===== src/rtl/freq_sync_tx.sv =====
// Master-side counter synchroniser: free-running clk/8 reference, slave inhibit
// sequencing, and a local tick counter aligned to the slave counters.
module freq_sync_tx #(
   parameter int unsigned INH_PERIODS = 4,
   parameter int unsigned LAT         = 2
) (
   input  logic        clk,
   input  logic        reset,
   input  logic        start,
   input  logic        stop,
   output logic        freqout,
   output logic        inhibit,
   output logic [21:0] counter,
   output logic        busy,
   output logic        running
);

   typedef enum logic [1:0] {IDLE, HOLD, DELAY, RUN} state_e;

   state_e      state_q;
   logic [2:0]  div_q;
   logic [3:0]  per_q;
   logic [2:0]  lat_q;
   logic        inhibit_q;
   logic        busy_q;
   logic        running_q;
   logic [21:0] counter_q;
   logic        fre;

   // The edge that takes div from 3 to 4 is the freqout rising edge.
   assign fre = (div_q == 3'd3);

   always_ff @(posedge clk or posedge reset) begin
      if (reset) begin
         state_q   <= IDLE;
         div_q     <= 3'd0;
         per_q     <= 4'd0;
         lat_q     <= 3'd0;
         inhibit_q <= 1'b1;
         busy_q    <= 1'b0;
         running_q <= 1'b0;
         counter_q <= 22'd0;
      end else begin
         // The divider is never touched by start/stop, so freqout keeps its phase.
         div_q <= div_q + 3'd1;
         if (stop) begin
            state_q   <= IDLE;
            per_q     <= 4'd0;
            inhibit_q <= 1'b1;
            busy_q    <= 1'b0;
            running_q <= 1'b0;
            counter_q <= 22'd0;
         end else if (start) begin
            state_q   <= HOLD;
            per_q     <= 4'd0;
            inhibit_q <= 1'b1;
            busy_q    <= 1'b1;
            running_q <= 1'b0;
            counter_q <= 22'd0;
         end else begin
            unique case (state_q)
               IDLE: ;
               HOLD: begin
                  if (fre) begin
                     if (per_q == 4'(INH_PERIODS - 1)) begin
                        inhibit_q <= 1'b0;
                        lat_q     <= 3'd0;
                        if (LAT > 0) begin
                           state_q <= DELAY;
                        end else begin
                           state_q   <= RUN;
                           busy_q    <= 1'b0;
                           running_q <= 1'b1;
                        end
                     end else begin
                        per_q <= per_q + 4'd1;
                     end
                  end
               end
               DELAY: begin
                  // LAT edges are spent here; the first count lands one edge after RUN entry.
                  if (lat_q == 3'(LAT - 1)) begin
                     state_q   <= RUN;
                     busy_q    <= 1'b0;
                     running_q <= 1'b1;
                  end else begin
                     lat_q <= lat_q + 3'd1;
                  end
               end
               RUN: counter_q <= counter_q + 22'd1;
               default: state_q <= IDLE;
            endcase
         end
      end
   end

   assign freqout = div_q[2];
   assign inhibit = inhibit_q;
   assign counter = counter_q;
   assign busy    = busy_q;
   assign running = running_q;

endmodule


===== config.mk =====
export PLATFORM = sky130hd
export DESIGN_NAME = freq_sync_tx
export DESIGN_NICKNAME = d
export VERILOG_FILES = /design/src/rtl/freq_sync_tx.sv
export SDC_FILE = /design/constraint.sdc
export NUM_CORES = 1
export LEC_CHECK = 0
export ABC_CLOCK_PERIOD_IN_PS = 2000
export CORE_ASPECT_RATIO = 1.5
export CORE_MARGIN = 3
export CORE_UTILIZATION = 48
export DETAILED_ROUTE_END_ITERATION = 8
export PLACE_DENSITY_LB_ADDON = 0.3
export SLEW_MARGIN = 20
export SYNTH_ARGS = -nofsm -noshare
export SYNTH_HDL_FRONTEND = slang
export SYNTH_SLANG_ARGS = --single-unit

===== constraint.sdc =====
create_clock -name clk -period 2 [get_ports clk]
set_clock_uncertainty 0.2 [all_clocks]
set_input_delay 0.6 -clock clk [delete_from_list [all_inputs] [get_ports clk]]
set_output_delay 0.6 -clock clk [all_outputs]
set_load 0.02 [all_outputs]

==> results by group <==
Outcome
  – Result of the run: finished with violations
  – Violated checks: setup timing

Min path
  – Worst hold path class: register to register

GRT
  – Sum of overflow across all layers after global routing: 0
  – Number of antenna violations at the first check in global routing: 0
  – Pin count of the biggest net entering global routing: 38
  – First-pass GRT wire length: 7.76 mm
  – Overall global routing resource usage: 20.5%
  – Via count of the first global-routing pass: 1796

Die
  – Vertical die dimension: 83.3 um
  – Horiz. Die Dim: 57.5 um
  – Number of top-level design ports: 30
  – Placeable Area: 0.00375 sq mm
  – Die Area: 0.00479 sq mm
  – Site row count: 27
  – Starting utilization of the core area: 51.0%

Setup path
  – Delay of the slowest critical-path stage: 590 ps
  – Arrival time worst endpoint: 2030 ps
  – Worst setup EP type: register
  – Startpoint kind of the worst setup timing path: register
  – Worst EP required: 2030 ps
  – Crit-path cells: nand4_1 > or4_4 > buf_4 > or3_1 > a21oi_1
  – Cell family contributing the most delay on the critical path: simple AND/OR/NAND/NOR gates
  – Minimum setup slack among reg-to-reg paths: -4 ps
  – Crit-path max FO: 5
  – Worst Path Class, Setup: register to register
  – CP Buf/Inv Count: 1
  – Slowest stage cell on the critical path: sky130_fd_sc_hd__or4_4

Routing
  – Detailed-route wire length: 4.51 mm
  – Detailed-route wire length per cell: 14.7 um
  – Count of nets left with antenna violations after detail routing: 0
  – Number of remaining DRC errors: 0
  – Number of violations reported at the end of detailed-routing iteration 0: 62
  – Via total after detailed routing: 1707
  – Via density per instance: 5.56
  – Count of TritonRoute iterations in the first routing pass: 4

Logic synthesis
  – Total of flip-flops plus latches after synthesis: 37
  – Library cell occupying the most area in the post-synthesis netlist: sky130_fd_sc_hd__dfrtp_1
  – Synthesized netlist cell count: 195
  – Leading post-synthesis cells by cell area: sky130_fd_sc_hd__dfrtp_1, sky130_fd_sc_hd__ha_1, sky130_fd_sc_hd__nor2_1
  – Count of yosys warnings during synthesis: 0
  – Average cell area after synthesis: 9.80 sq um
  – Post-Synthesis Net Count: 208
  – Proportion of synthesized chip area in sequential cells: 48.5%
  – Mapped cell area: 0.00191 sq mm
  – Share of the synthesized area in the top cell type: 47.1%
  – Post-synth cell types: 38

Placed design
  – Final estimated routing congestion in global placement: 0.826
  – Port Buffer Count: 29
  – Post-Place Cells: 298
  – Final HPWL from detailed placement: 3.16 mm
  – Total placed instance area: 0.00255 sq mm
  – Post-Place Setup Slack: -541 ps

Clock tree
  – TritonCTS clock tree: done
  – H-tree level count: 2
  – Number of buffers created by CTS: 5
  – Max Buffers Root-to-Sink: 2
  – Clock transition time at the flip-flop clock pins of the worst setup and hold paths: 80 ps
  – Clock insertion delay at the later pin of the skew report: 300 ps
  – Count of hold buffers inserted by post-cts repair: 0
  – Sink Count: 37
  – Clock tree root driver cell: sky130_fd_sc_hd__clkbuf_8

Timing
  – Final-report max-slew violation count: 0
  – Achievable clock frequency: 499 MHz
  – Minimum clock period: 2000 ps
  – Slew @ Worst Pin: 310 ps
  – Unrepaired setup endpoints after global routing: true
  – Period utilisation layout: 100%
  – Final setup vio count: 1
  – Rel. slew slack: 79.4%
  – Final Worst Setup Slack: -3.97 ps
  – Final count of hold timing violations: 0

Layout
  – Number of standard cells in the layout, taps in and fillers out: 307
  – Most common library cell in the layout ignoring fill and taps: sky130_fd_sc_hd__buf_4
  – Final standard cell area without fillers: 0.00270 sq mm
  – Antenna Diode Count: 0
  – Highest-count cells in the layout ignoring fill and taps: sky130_fd_sc_hd__buf_4, sky130_fd_sc_hd__dfrtp_1, sky130_fd_sc_hd__dlygate4sd2_1, sky130_fd_sc_hd__nor2_1, sky130_fd_sc_hd__nand2_1
  – Filler cell count: 298
  – Area delta synth->final: 41.4%
  – Share of final-layout standard cells stronger than drive strength 1: 26.5%
  – Net count reported at finish: 276

Pwr
  – Post-layout power: 1.56 mW
  – PD cells: 578 mW/mm^2
  – Peak supply drop: 0.000570 V
  – Leakage power summed over all cells: 1.31 nW

Job
  – Total of max-cap violations: 0
==> stage by stage <==
step                      TNS, ps  hold WS (ps)  utilization, %
final                       -3.97           228            72.1
after global routing         -237           256            72.1
after floorplan                 0           201               -
after detailed placement    -7310           222            68.0
after global placement      -6870           212            68.0
after CTS                   -90.9           233            71.1
==> repair_timing <==
item	in CTS	in global routing
gates resized for setup	35	10
setup buffers	0	1
setup endpoints to repair	37	15
pin swaps	3	5
hold endpoints to repair	0	0
==> worst paths after layout <==
path / startpoint / to / cells after the start
setup reg to reg: counter[1] / counter[13] / 5
setup / recovery: counter[1] / counter[13] / 5
hold / removal: div_q[0] / div_q[0] / 1
hold reg to reg: div_q[0] / div_q[0] / 1
min in group asynchronous: reset / counter[6] / 3
max in group asynchronous: reset / inhibit / 3
==> sequential cells by signal (all words and copies together) (netlist names) <==
name,cells
state_q,2
per_q,4
counter,22
busy,1
running,1
div_q,3
inhibit,1
lat_q,3
==> layout make-up <==
type	count	area (sq um)	share of cell area (%)
Tap cell	43	53.8	1.99
Clock inverter	1	30.0	1.11
Timing Repair Buffer	66	564	20.9
Sequential cell	37	940	34.8
Clock buffer	7	86.3	3.19
Multi-Input combinational cell	141	985	36.4
Inverter	12	45.0	1.67
==> cell families after synthesis <==
kind of cell,Yosys count,share of synthesized area (%)
flip-flops,37,48.5
buffers and inverters,17,3.73
multiplexers,8,4.25
AND/OR/NAND/NOR,85,24.2
adder cells (fa/ha/maj),9,5.89
AO/OA/AOI/OAI,29,8.83
XOR/XNOR,10,4.58
==> synth_stat cells <==
cell / instances
sky130_fd_sc_hd__a21oi_1: 13
sky130_fd_sc_hd__a221oi_1: 1
sky130_fd_sc_hd__a22oi_1: 1
sky130_fd_sc_hd__a31oi_1: 1
sky130_fd_sc_hd__a41o_1: 1
sky130_fd_sc_hd__and2_1: 1
sky130_fd_sc_hd__and3_1: 1
sky130_fd_sc_hd__and4_1: 2
sky130_fd_sc_hd__buf_6: 1
sky130_fd_sc_hd__clkbuf_1: 4
sky130_fd_sc_hd__dfrtp_1: 36
sky130_fd_sc_hd__dfstp_2: 1
sky130_fd_sc_hd__ha_1: 9
sky130_fd_sc_hd__inv_1: 12
sky130_fd_sc_hd__mux2_2: 1
sky130_fd_sc_hd__mux2i_1: 7
sky130_fd_sc_hd__nand2_1: 18
sky130_fd_sc_hd__nand2b_1: 3
sky130_fd_sc_hd__nand3_1: 4
sky130_fd_sc_hd__nand3b_1: 2
sky130_fd_sc_hd__nand4_1: 6
sky130_fd_sc_hd__nand4_4: 1
sky130_fd_sc_hd__nand4bb_1: 1
sky130_fd_sc_hd__nor2_1: 21
sky130_fd_sc_hd__nor2b_1: 3
sky130_fd_sc_hd__nor3_1: 4
sky130_fd_sc_hd__nor3b_1: 2
sky130_fd_sc_hd__nor4_1: 2
sky130_fd_sc_hd__o21ai_0: 5
sky130_fd_sc_hd__o21ai_1: 3
sky130_fd_sc_hd__o31ai_1: 3
sky130_fd_sc_hd__o41ai_1: 1
sky130_fd_sc_hd__or2_2: 1
sky130_fd_sc_hd__or3_1: 9
sky130_fd_sc_hd__or4_1: 3
sky130_fd_sc_hd__or4_4: 1
sky130_fd_sc_hd__xnor2_1: 4
sky130_fd_sc_hd__xor2_1: 6
==> power by group <==
part           switching, mW  internal [mW]  total (mW)  leakage (nW)
sequential           0.00803          0.759       0.767         0.487
combinational         0.0639         0.0495       0.113         0.761
clock                  0.275          0.407       0.681        0.0585
==> layer usage <==
layer | vias to the layer above | track usage (%) | part of all wire (%)
li1 | 820 | - | -
met1 | 825 | 22.4 | 38
met2 | 46 | 35.8 | 55
met3 | 16 | 4.35 | 3.8
met4 | 0 | 10.5 | 3.2
met5 | - | 0 | 0
Power figures use the tool's default switching activity.
